File: src/rtl/lfsr_interval_timer.sv
// rtl/lfsr_interval_timer.sv - programmable LFSR interval timer with one-shot/periodic modes
// Optional zero-lockup detection is enabled by defining LFSR_TIMER_LOCKUP_DET_EN.
module lfsr_interval_timer #(
    parameter int               WIDTH    = 16,
    parameter logic [WIDTH-1:0] TAPS     = 16'hB400,
    parameter logic [WIDTH-1:0] SEED     = 16'hACE1,
    parameter logic [WIDTH-1:0] TERMINAL = 16'hF315,
    parameter int               CNT_W    = 8
) (
    input  logic             clk,
    input  logic             rst,
    input  logic             enable,
    input  logic             start,
    input  logic             stop,
    input  logic             mode,
    input  logic             cfg_we,
    input  logic [WIDTH-1:0] cfg_terminal,
    output logic             timeout,
    output logic             busy,
    output logic [CNT_W-1:0] timeout_count,
    output logic             lock_err
);

    typedef enum logic {IDLE, RUN} state_t;

    state_t           state, state_nxt;
    logic [WIDTH-1:0] lfsr, lfsr_nxt;
    logic [WIDTH-1:0] terminal, terminal_nxt;
    logic             mode_q, mode_nxt;
    logic             timeout_nxt;
    logic [CNT_W-1:0] count_nxt;
    logic             feedback;

    assign feedback = ^(lfsr & TAPS);

`ifdef LFSR_TIMER_LOCKUP_DET_EN
    logic lock_q, lock_nxt;
    assign lock_err = lock_q;
`else
    assign lock_err = 1'b0;
`endif

    always_ff @(posedge clk or posedge rst) begin
        if (rst) begin
            state         <= IDLE;
            lfsr          <= SEED;
            terminal      <= TERMINAL;
            mode_q        <= 1'b0;
            timeout       <= 1'b0;
            busy          <= 1'b0;
            timeout_count <= '0;
`ifdef LFSR_TIMER_LOCKUP_DET_EN
            lock_q        <= 1'b0;
`endif
        end else begin
            state         <= state_nxt;
            lfsr          <= lfsr_nxt;
            terminal      <= terminal_nxt;
            mode_q        <= mode_nxt;
            timeout       <= timeout_nxt;
            busy          <= (state_nxt == RUN);
            timeout_count <= count_nxt;
`ifdef LFSR_TIMER_LOCKUP_DET_EN
            lock_q        <= lock_nxt;
`endif
        end
    end

    always_comb begin
        state_nxt    = state;
        lfsr_nxt     = lfsr;
        terminal_nxt = terminal;
        mode_nxt     = mode_q;
        timeout_nxt  = 1'b0;
        count_nxt    = timeout_count;
`ifdef LFSR_TIMER_LOCKUP_DET_EN
        lock_nxt     = lock_q;
`endif
        case (state)
            IDLE: begin
                if (cfg_we) terminal_nxt = cfg_terminal;
                if (start && !stop) begin
                    lfsr_nxt  = SEED;
                    mode_nxt  = mode;
                    state_nxt = RUN;
                end
            end
            RUN: begin
                // stop beats both a restart and a simultaneous terminal match
                if (stop) begin
                    state_nxt = IDLE;
                    lfsr_nxt  = SEED;
                end else if (start) begin
                    lfsr_nxt = SEED;
                    mode_nxt = mode;
                end else if (enable) begin
`ifdef LFSR_TIMER_LOCKUP_DET_EN
                    if (lfsr == '0) begin
                        lfsr_nxt = SEED;
                        lock_nxt = 1'b1;
                    end else
`endif
                    if (lfsr == terminal) begin
                        timeout_nxt = 1'b1;
                        lfsr_nxt    = SEED;
                        count_nxt   = timeout_count + CNT_W'(1);
                        if (mode_q) state_nxt = IDLE;
                    end else begin
                        lfsr_nxt = {lfsr[WIDTH-2:0], feedback};
                    end
                end
            end
            default: state_nxt = IDLE;
        endcase
    end

endmodule

File: config.mk
export PLATFORM = sky130hd
export DESIGN_NAME = lfsr_interval_timer
export DESIGN_NICKNAME = d
export VERILOG_FILES = /design/src/rtl/lfsr_interval_timer.sv
export SDC_FILE = /design/constraint.sdc
export NUM_CORES = 1
export LEC_CHECK = 0
export ABC_CLOCK_PERIOD_IN_PS = 5240
export CAP_MARGIN = 20
export CORE_MARGIN = 1.5
export CORE_UTILIZATION = 45
export CTS_CLUSTER_SIZE = 28
export DETAILED_ROUTE_END_ITERATION = 7
export PLACE_DENSITY = 0.68
export REMOVE_ABC_BUFFERS = 1
export SETUP_SLACK_MARGIN = 0.3
export SLEW_MARGIN = 15
export SYNTH_ARGS = -nofsm -noshare
export SYNTH_HDL_FRONTEND = slang
export SYNTH_SLANG_ARGS = --single-unit
File: constraint.sdc
create_clock -name clk -period 5.24 [get_ports clk]
set_input_delay 1.048 -clock clk [delete_from_list [all_inputs] [get_ports clk]]
set_output_delay 1.048 -clock clk [all_outputs]
set_load 0.01 [all_outputs]
Yosys cells after proc, flatten, opt, wreduce, memory -nomap -nowiden
Cells that the tools add are included.
Operators by class
  reductions and logical operators: 7
  eq/ne operators: 5
  bitwise operators: 3
  multiplexer cells: 22
  add/subtract/negate cells: 1
Operators by type and width (number)
  two-way mux 16 bit: 5
  case mux 16 bit (2 select lines): 1
  equality test 16 bit: 1
  XOR reduction 16 bit: 1
  two-way mux 1 bit: 14
  adder 8 x 1 -> 8 bit (second input constant): 1
  inequality test 2 bit (second input constant): 3
  AND reduction 5 bit: 1
  inequality test 4 bit (second input constant): 1
  case mux 1 bit (2 select lines): 2
  AND reduction 2 bit: 2
  inverter 1 bit: 3
  AND reduction 3 bit: 1
  logical AND 1 bit: 1
  logical NOT 1 bit: 1
Storage, ports and cells
  input port bits: 23
  register bits after elaboration: 43
  output and inout port bits: 11

Depth between registers and ports, before layout
Gate-level depths: netlist (run 1).
  depth in word-level cells: 6
  mapped depth: 5

Worst setup path after synthesis (run 1)
Ideal clock, no wire load.
  path kind: input-to-reg
  start: in cfg_we
  end: reg terminal[1]
  setup slack: 2.987 ns
  stages: 4
  setup time: 0.125 ns
  data required time: 5.115 ns
  buffers on the path: 2
  data arrival time: 2.128 ns
  path through: nor2b_1 clkbuf_1 clkbuf_1 mux2_2
On the way
  longest elaborated chain between the ends: 1
Ends and longest elaborated chain
  from (decl): RTL line 16  | input logic cfg_we,
  AND reduction 2 bit (no source line)
  to (signal assigned): RTL line 58  | terminal <= terminal_nxt;
  to (decl): RTL line 28  | logic [WIDTH-1:0] terminal, terminal_nxt;
Every way passes these cells.
A chain may end at the register's enable or synchronous reset.

Final worst setup path (run 1)
  start: reg timeout_count[3]
  end: out timeout_count[3]
RTL lines
  from (decl): RTL line 20  | output logic [CNT_W-1:0] timeout_count,
  from (signal assigned): RTL line 62  | timeout_count <= count_nxt;
No word-level cell between the ends.

==> results of run 1 <==
-- layout make-up --
| class | count | share of cell area [%] |
|---|---|---|
| Sequential cell | 43 | 45.5 |
| Multi-Input combinational cell | 94 | 32.6 |
| Timing Repair Buffer | 34 | 13.9 |
| Clock buffer | 6 | 3.43 |
| Tap cell | 50 | 2.60 |
| Clock inverter | 2 | 1.45 |
| Inverter | 3 | 0.467 |
-- power breakdown --
part,leakage [µW],total (µW),switching (µW),internal (µW)
combinational,0.000404,90.1,34.6,55.5
clock,0.0000612,265,111,154
sequential,0.000521,386,20.2,366
total,0.000986,741,165,576
-- placed cells by master, fill, tap and decap left out, drive strengths merged, types with 3 or more instances in the layout --
master	netlist	final
inv	3	3
nand3	6	6
o22a	7	7
nand4	7	7
clkdlybuf4s50	0	32
mux2	18	18
nor2	7	7
dfrtp	26	26
dfstp	17	17
xnor2	24	24
a22o	8	8
clkbuf	2	6
-- how the worst min path moves through the flow --
stage / from / endpoint / slack, ns / cells past startpoint
floorplan: mode_q / state / 0.44 / 1
global placement: mode_q / state / 0.46 / 1
detailed placement: timeout_count[7] / timeout_count[7] / 0.48 / 1
CTS: timeout_count[7] / timeout_count[7] / 0.50 / 1
global route: timeout_count[7] / timeout_count[7] / 0.52 / 1
finish: timeout_count[7] / timeout_count[7] / 0.49 / 1
-- logic make-up (layout without fill, tap and decap cells) --
group,after synthesis,after routing,synth area share [%]
simple gates,28,28,9.03
fa+ha+maj,1,1,0.654
compound gates,20,20,8.50
other cells,1,1,0.196
xor+xnor,26,26,11.9
flops,43,43,57.4
buf+inv,7,45,1.57
mux,18,18,10.8
-- flip-flops by register name (all words and copies together) (netlist names) --
name / flops
lfsr: 16
timeout_count: 8
timeout: 1
state: 1
mode_q: 1
terminal: 16
-- metrics by stage --
stage / power [µW] / area, µm²
after floorplan: 449 / 1890
after global placement: 480 / 2290
after detailed placement: 484 / 2290
after CTS: 754 / 2410
after global routing: 777 / 2410
final: 741 / 2410
-- per-layer routing --
metal	vias up	GRT usage (%)	routed length, µm
li1	585	-	-
met4	0	9.00	70
met2	25	29.6	1810
met1	593	23.7	1660
met3	6	4.93	137
met5	-	0	0
==> results.ini, run 1 <==
[timing]
fmax_mhz = 420
finalHoldViolations = 0
skew_ns = 0.00653
slew_violations = 0
rsz0062_at_grt = no
relSlewSlack_pct = 55.1
worst_pin_slew_ns = 0.669
fin_ws_ns = 2.86
setup-tns-final_ns = 0
hold_ws_ns = 0.487
setup_viol = 0
period_share_pct = 45.4
period_minus_slack_ns = 2.38

[global_routing]
grt_max_degree = 44
grt-ovfl-total = 0
grt_usage_pct = 18.7
grt_pass1_wl_um = 6200
grt_pass1_vias = 1293
grt_antenna_before_repair = 0

[setup_path]
r2r_cells = 5
rrSetupSlack_ns = 3.10
cp.arrival_ns = 1.33
slowest_delay_ns = 0.57
crit_path_cell_trace = clkdlybuf4s50_1
crit_family = buffers and inverters
critPathMaxFanout = 6
crit_buf_inv = 1
critPathRequiredTime_ns = 4.19
cp_slowest_cell = clkdlybuf4s50_1
cp.depth = 1
worstSetupPathType = flip-flop to output pin
end_kind = output pin
timing.rr.end = lfsr[4]
r2r_start = lfsr[10]
crit_end = timeout_count[3]
worstSetupStartpoint = timeout_count[3]
start_kind = flip-flop

[layout]
layout-drive-gt1-share_pct = 26.9
antennaDiodeCount = 0
synthToLayoutAreaGrowth_pct = 26.0
n_fill_cell = 325
finalNetCount = 205
seq_area_um2 = 1100
post_layout_nonfiller_instances = 232
final_core_util_pct = 59.4
multi_input_area_um2 = 786

[die]
die-area_um2 = 4650
fp.dieW_um = 68.2
placementRows = 23
die-height_um = 68.2
io_pins = 34
start_util_pct = 47.1
core_area_um2 = 4060

[placed_design]
gp_congestion = 0.760
io_buffers = 32
dp.cells = 224
dp_slack_ns = 2.60
dpl.hpwl_um = 2620

[logic_synthesis]
ys_ff_latch = 43
synth_top_area_share_pct = 34.0
syn_avg_cell_area_um2 = 13.3
synth-edff-count = 0
synth_area_um2 = 1910
yosysSeqAreaShare_pct = 57.4
synth_most_common_cell = dfrtp_1
syn_inst = 144
synth.top_cells.by_area = dfrtp_1, dfstp_2, xnor2_1
synth_flop_cell = dfrtp_1
synth_cell_types = 29
async_reset_ff_share_pct = 100
ys.warnings.count = 0
synth_common_cells = dfrtp_1, xnor2_1, dfstp_2, mux2_2, a22o_1
yosysTopAreaCell = dfrtp_1

[clocking]
clkTransAtPathRegs_ns = 0.08
htreeDepth = 2
cts_tree = done
cts_resized = 0
cts_root_buf = clkbuf_8
clk_path_buf_depth = 2
clkSinkCount = 43
worstSkewPairLatency_ns = 0.30
post-cts-setup-buffer-count = 0
cts_made_buffers = 5
ctsHoldBuffers = 0

[run]
max_cap_viol_count = 0

[pwr]
p_leak_uw = 0.000986
peakVddDrop_mv = 0.149
powerDensity_nw_per_um2 = 308

[hold_path]
hold_path_class = flip-flop to flip-flop

[route]
dr.first_iter.drc_count = 52
drc_errors = 0
vias = 1209
first_pass_iters = 4
vias_per_cell = 5.21
wl_per_cell_um = 15.9
ant_nets = 0
routed_wl_um = 3680

[run_status]
status = complete, no violations

No activity file was read; power rests on OpenSTA's default activity.
==> run 2: changes to the inputs <==
--- a/config.mk
+++ b/config.mk
@@ -5,13 +5,13 @@
 export SDC_FILE = /design/constraint.sdc
 export NUM_CORES = 1
 export LEC_CHECK = 0
-export ABC_CLOCK_PERIOD_IN_PS = 5240
+export ABC_CLOCK_PERIOD_IN_PS = 2050
 export CAP_MARGIN = 20
 export CORE_MARGIN = 1.5
 export CORE_UTILIZATION = 45
 export CTS_CLUSTER_SIZE = 28
 export DETAILED_ROUTE_END_ITERATION = 7
-export PLACE_DENSITY = 0.68
+export PLACE_DENSITY = 0.71
 export REMOVE_ABC_BUFFERS = 1
 export SETUP_SLACK_MARGIN = 0.3
 export SLEW_MARGIN = 15
==> constraint.sdc (replaced) <==
create_clock -name clk -period 2.05 [get_ports clk]
set_input_delay 0.41 -clock clk [delete_from_list [all_inputs] [get_ports clk]]
set_output_delay 0.41 -clock clk [all_outputs]
set_load 0.01 [all_outputs]
==> run 2 against run 1 <==
- critical path depth rose by 5
- global-route usage up 0.35 points
- clock-buffer cell count rose by 1
- clock power increased by 91%
- largest power group unchanged
- via count grew 6.2%
- first-iteration DRC count increased by 50%
- wire length grew 5.4%
- non-clock buffer count grew 13
- clock skew shrank 0.0014 ns
- register-to-register slack worse by 2.9 ns
- critical endpoint is now timeout_count[1]
==> results.ini, run 2 (same netlist as run 1, synthesis figures left out) <==
[run_status]
status = complete, no violations  ; unchanged

[run]
max_cap_viol_count = 0  ; unchanged

[route]
ant_nets = 0  ; unchanged
drc_errors = 0  ; unchanged
vias = 1284  ; was 1,209
routed_wl_um = 3880  ; was 3680 µm
vias_per_cell = 5.26  ; was 5.21
wl_per_cell_um = 15.9  ; about the same
dr.first_iter.drc_count = 78  ; was 52
first_pass_iters = 4  ; unchanged

[global_routing]
grt_pass1_vias = 1359  ; was 1,293
grt_pass1_wl_um = 6360  ; was 6200 µm
grt_antenna_before_repair = 0  ; unchanged
grt-ovfl-total = 0  ; unchanged
grt_usage_pct = 19.0  ; was 18.7%
grt_max_degree = 44  ; unchanged

[setup_path]
crit_buf_inv = 1  ; unchanged
cp.arrival_ns = 2.00  ; was 1.33 ns
worstSetupPathType = flip-flop to flip-flop  ; was flip-flop to output pin
start_kind = flip-flop  ; unchanged
critPathMaxFanout = 5  ; was 6
cp_slowest_cell = dfstp_2  ; was clkdlybuf4s50_1
critPathRequiredTime_ns = 2.24  ; was 4.19 ns
crit_path_cell_trace = xnor2_2, nand4_1, nor4_4, buf_6, nand2_4, mux2_4  ; was clkdlybuf4s50_1
slowest_delay_ns = 0.57  ; about the same
end_kind = flip-flop  ; was output pin
crit_family = simple AND/OR/NAND/NOR gates  ; was buffers and inverters

[timing]
rsz0062_at_grt = yes  ; was no
hold_ws_ns = 0.468  ; was 0.487 ns
slew_violations = 0  ; unchanged
fmax_mhz = 552
finalHoldViolations = 0  ; unchanged
worst_pin_slew_ns = 0.530  ; was 0.669 ns
setup-tns-final_ns = 0  ; unchanged
skew_ns = 0.00508  ; was 0.00653 ns
relSlewSlack_pct = 64.7  ; was 55.1%
period_share_pct = 88.3
period_minus_slack_ns = 1.81
setup_viol = 0  ; unchanged

[clocking]
clk_path_buf_depth = 2  ; unchanged
clkTransAtPathRegs_ns = 0.08  ; about the same
cts_made_buffers = 5  ; unchanged
cts_tree = done  ; unchanged
htreeDepth = 2  ; unchanged
cts_root_buf = clkbuf_8  ; unchanged
clkSinkCount = 43  ; unchanged
worstSkewPairLatency_ns = 0.29  ; was 0.30 ns

[placed_design]
dpl.hpwl_um = 2680  ; was 2620 µm
gp_congestion = 0.790  ; was 0.760
io_buffers = 32  ; unchanged

[die]
core_area_um2 = 4060  ; unchanged
io_pins = 34  ; unchanged
start_util_pct = 47.1  ; unchanged
placementRows = 23  ; unchanged
fp.dieW_um = 68.2  ; unchanged
die-height_um = 68.2  ; unchanged
die-area_um2 = 4650  ; unchanged

[layout]
top_regs = lfsr: 16 flops, terminal: 16 flops, timeout_count: 8 flops  ; unchanged
seq_area_um2 = 1100  ; unchanged
synthToLayoutAreaGrowth_pct = 31.4  ; was 26.0%
multi_input_area_um2 = 820  ; was 786 µm²
layout-drive-gt1-share_pct = 33.5  ; was 26.9%
finalNetCount = 218  ; was 205
antennaDiodeCount = 0  ; unchanged
n_fill_cell = 308  ; was 325
final_common_cell = clkdlybuf4s50_1  ; unchanged
final_cell_mix = clkdlybuf4s50_1, dfrtp_1, xnor2_1  ; unchanged

[pwr]
peakVddDrop_mv = 0.364  ; was 0.149 mV
p_leak_uw = 0.00105  ; was 0.000986 µW
powerDensity_nw_per_um2 = 699  ; was 308 nW/µm²
p_total_uw = 1760  ; was 741 µW

[hold_path]
hold_path_class = flip-flop to flip-flop  ; unchanged

## run 2: cell types whose count changed in the layout (fill, tap and decap cells not counted), moves of 2 or more
cell | before | now
buf_4 | 2 | 12
clkbuf_1 | 0 | 2
xnor2_1 | 24 | 20
xnor2_2 | 0 | 4
## run 2: where the power goes
part	switching (µW)	leakage [µW]	internal, µW
Clock	271	0.0000383	235
Combinational	99.8	0.000494	162
Sequential	53.3	0.000521	936
## run 2: final cells by class
class	count	share of cell area (%)
well taps	50	2.49
inverters	3	0.448
repair buffers	47	17.8
clock buffers	7	3.04
multi-input cells	94	32.6
flip-flops and latches	43	43.7
## run 2: worst paths after layout
kind / slack [ns] / startpoint / end / cells after the start
worst max-delay path: 0.24 / lfsr[5] / timeout_count[1] / 6
worst min-delay path: 0.47 / timeout_count[7] / timeout_count[7] / 1
worst max register to register: 0.24 / lfsr[5] / timeout_count[1] / 6
worst min register to register: 0.47 / timeout_count[7] / timeout_count[7] / 1
max in group asynchronous: 1.12 / rst / terminal[13] / 3
min in group asynchronous: 0.55 / rst / timeout_count[1] / 3
## run 2: layer usage
| layer | vias to the layer above | wire length (µm) | track usage, % | share of wire [%] |
|---|---|---|---|---|
| li1 | 609 | - | - | - |
| met5 | - | 0 | 0 | 0 |
| met1 | 644 | 1710 | 24.5 | 44 |
| met2 | 26 | 1970 | 30.5 | 51 |
| met4 | 0 | 49 | 8.00 | 1.3 |
| met3 | 5 | 153 | 4.77 | 3.9 |
## run 2: per-stage QoR
step,cells,area [µm²],utilization [%],setup WS [ns]
after detailed placement,228,2330,57.5,0.177
after floorplan,140,1890,-,0.186
after global routing,244,2510,61.9,0.143
after CTS,241,2460,60.6,0.215
final,244,2510,61.9,0.239
after global placement,228,2330,57.5,0.212
## run 2: what timing repair did
item,in CTS,in global routing
gates resized for setup,1,6
gates cloned,1,0
hold buffers,0,0
pin swaps,5,5
setup buffers,5,3
endpoints found under the setup margin,20,29
==> run 3: changes to the inputs <==
--- a/config.mk
+++ b/config.mk
@@ -7,7 +7,6 @@
 export LEC_CHECK = 0
 export ABC_CLOCK_PERIOD_IN_PS = 2050
 export CAP_MARGIN = 20
-export CORE_MARGIN = 1.5
 export CORE_UTILIZATION = 45
 export CTS_CLUSTER_SIZE = 28
 export DETAILED_ROUTE_END_ITERATION = 7
==> run 3 against run 2 <==
- register-to-register slack worse by 0.04 ns
- total power is 13% higher
- via count is 3.0% lower
- flip-flop and latch count stayed put
- highest routed layer unchanged
==> results.ini, run 3 (same netlist as run 1, synthesis figures left out) <==
[layout]
antennaDiodeCount = 0  ; unchanged
final_common_cell = clkdlybuf4s50_1  ; unchanged
synthToLayoutAreaGrowth_pct = 37.0  ; was 31.4%
layout-drive-gt1-share_pct = 36.3  ; was 33.5%
seq_area_um2 = 1100  ; about the same
design_area_um2 = 2620  ; was 2510 µm²
top_regs = lfsr: 16 flops, terminal: 16 flops, timeout_count: 8 flops  ; unchanged
multi_input_area_um2 = 878  ; was 820 µm²
final_cell_mix = clkdlybuf4s50_1, dfrtp_1, mux2_2, xnor2_1, dfstp_2  ; was clkdlybuf4s50_1, dfrtp_1, xnor2_1
finalNetCount = 216  ; was 218
final_core_util_pct = 65.0  ; was 61.9%
post_layout_nonfiller_instances = 243  ; was 244
n_fill_cell = 283  ; was 308

[setup_path]
worstSetupPathType = flip-flop to flip-flop  ; unchanged
r2r_cells = 6  ; unchanged
critPathMaxFanout = 5  ; unchanged
cp_slowest_cell = dfstp_2  ; unchanged
crit_path_cell_trace = xnor2_2, nand4_1, nor4_4, buf_6, nand2_4, mux2_4  ; unchanged
slowest_delay_ns = 0.57  ; about the same
start_kind = flip-flop  ; unchanged
end_kind = flip-flop  ; unchanged
cp.arrival_ns = 2.04  ; was 2.00 ns
critPathRequiredTime_ns = 2.23  ; was 2.24 ns

[die]
die-area_um2 = 4520  ; was 4650 µm²
core_area_um2 = 4030  ; was 4060 µm²
placementRows = 23  ; unchanged
io_pins = 34  ; unchanged
fp.dieW_um = 67.2  ; was 68.2 µm
start_util_pct = 47.5  ; was 47.1%
die-height_um = 67.2  ; was 68.2 µm

[timing]
setup-tns-final_ns = 0  ; unchanged
setup_viol = 0  ; unchanged
period_share_pct = 90.4  ; was 88.3%
slew_violations = 0  ; unchanged
fmax_mhz = 540  ; was 552 MHz
rsz0062_at_grt = yes  ; unchanged
worst_pin_slew_ns = 0.525  ; was 0.530 ns
relSlewSlack_pct = 65.0  ; was 64.7%
finalHoldViolations = 0  ; unchanged
skew_ns = 0.00500  ; was 0.00508 ns
period_minus_slack_ns = 1.85  ; was 1.81 ns

[route]
drc_errors = 0  ; unchanged
routed_wl_um = 4030  ; was 3880 µm
dr.first_iter.drc_count = 40  ; was 78
ant_nets = 0  ; unchanged
vias_per_cell = 5.12  ; was 5.26
first_pass_iters = 4  ; unchanged
vias = 1245  ; was 1,284
wl_per_cell_um = 16.6  ; was 15.9 µm

[clocking]
clk_path_buf_depth = 2  ; unchanged
htreeDepth = 2  ; unchanged
cts_tree = done  ; unchanged
cts_made_buffers = 5  ; unchanged
cts_root_buf = clkbuf_8  ; unchanged
clkSinkCount = 43  ; unchanged
worstSkewPairLatency_ns = 0.30  ; was 0.29 ns
clkTransAtPathRegs_ns = 0.08  ; about the same
ctsHoldBuffers = 0  ; unchanged

[pwr]
switching_share_pct = 22.6  ; was 24.1%
power_frac_seq_pct = 50.0  ; was 56.3%
p_sw_uw = 449  ; was 424 µW
powerDensity_nw_per_um2 = 758  ; was 699 nW/µm²
peakVddDrop_mv = 0.403  ; was 0.364 mV
pwr-share-comb_pct = 13.1  ; was 14.9%
p_int_uw = 1540  ; was 1330 µW
p_leak_uw = 0.00110  ; was 0.00105 µW
clkPwrFrac_pct = 36.9  ; was 28.8%

[run]
max_cap_viol_count = 0  ; unchanged

[placed_design]
dpl.hpwl_um = 2630  ; was 2680 µm
gp_congestion = 0.798  ; was 0.790
placed_area_um2 = 2330  ; unchanged
dp.cells = 228  ; unchanged
io_buffers = 32  ; unchanged

[hold_path]
hold_path_class = flip-flop to flip-flop  ; unchanged
hold_depth = 1  ; unchanged

[global_routing]
grt_pass1_wl_um = 6440  ; was 6360 µm
grt_pass1_vias = 1347  ; was 1,359
grt_antenna_before_repair = 0  ; unchanged
grt_max_degree = 44  ; unchanged
grt_usage_pct = 19.7  ; was 19.0%
grt-ovfl-total = 0  ; unchanged

[run_status]
status = complete, no violations  ; unchanged

-- run 3: path summary, 6_finish.rpt --
kind	from	end	slack (ns)
worst min register to register	timeout_count[7]	timeout_count[7]	0.47
min in group asynchronous	rst	terminal[5]	0.54
max in group asynchronous	rst	timeout_count[3]	1.13
worst max-delay path	terminal[4]	timeout_count[1]	0.20
worst min-delay path	timeout_count[7]	timeout_count[7]	0.47
worst max register to register	terminal[4]	timeout_count[1]	0.20
-- run 3: cell type report --
cell class	instances	share of cell area [%]
multi-input combinational	94	33.5
tap	50	2.39
sequential	43	41.9
clock buffer	7	3.72
timing repair buffer	45	16.9
inverter	3	0.430
clock inverter	1	1.15
-- run 3: through the flow --
| step | total power, µW | hold WS, ns | worst slack [ns] |
|---|---|---|---|
| after detailed placement | 1250 | 0.463 | 0.167 |
| after floorplan | 1150 | 0.440 | 0.186 |
| after global placement | 1240 | 0.461 | 0.215 |
| final | 1990 | 0.472 | 0.197 |
| after global routing | 2070 | 0.510 | 0.133 |
| after CTS | 1990 | 0.478 | 0.197 |
-- run 3: critical path, delay by kind of cell, from the launching register on --
family	cells	cell delay, ns
XOR/XNOR	1	0.11
buffers and inverters	1	0.19
flip-flops	1	0.57
multiplexers	1	0.29
AND/OR/NAND/NOR	3	0.60
-- run 3: power groups by stage --
stage,Combinational [µW],Sequential (µW),Clock [µW]
after floorplan,159,988,0
after global placement,237,1000,0
after detailed placement,248,1000,0
after CTS,256,990,741
after global routing,286,1000,778
final,260,993,732
-- run 3: what timing repair did --
action	4_1_cts	5_1_grt
setup endpoints to repair	21	27
cloned	1	0
pin swaps	5	10
resized for setup	3	16
setup buffers	5	1
-- run 3: metal layers --
metal | up-vias | part of all wire, % | global-route usage (%)
li1 | 607 | - | -
met1 | 612 | 43 | 24.1
met2 | 24 | 53 | 32.6
met3 | 2 | 3.5 | 6.08
met4 | 0 | 0.72 | 6.91
met5 | - | 0 | 0
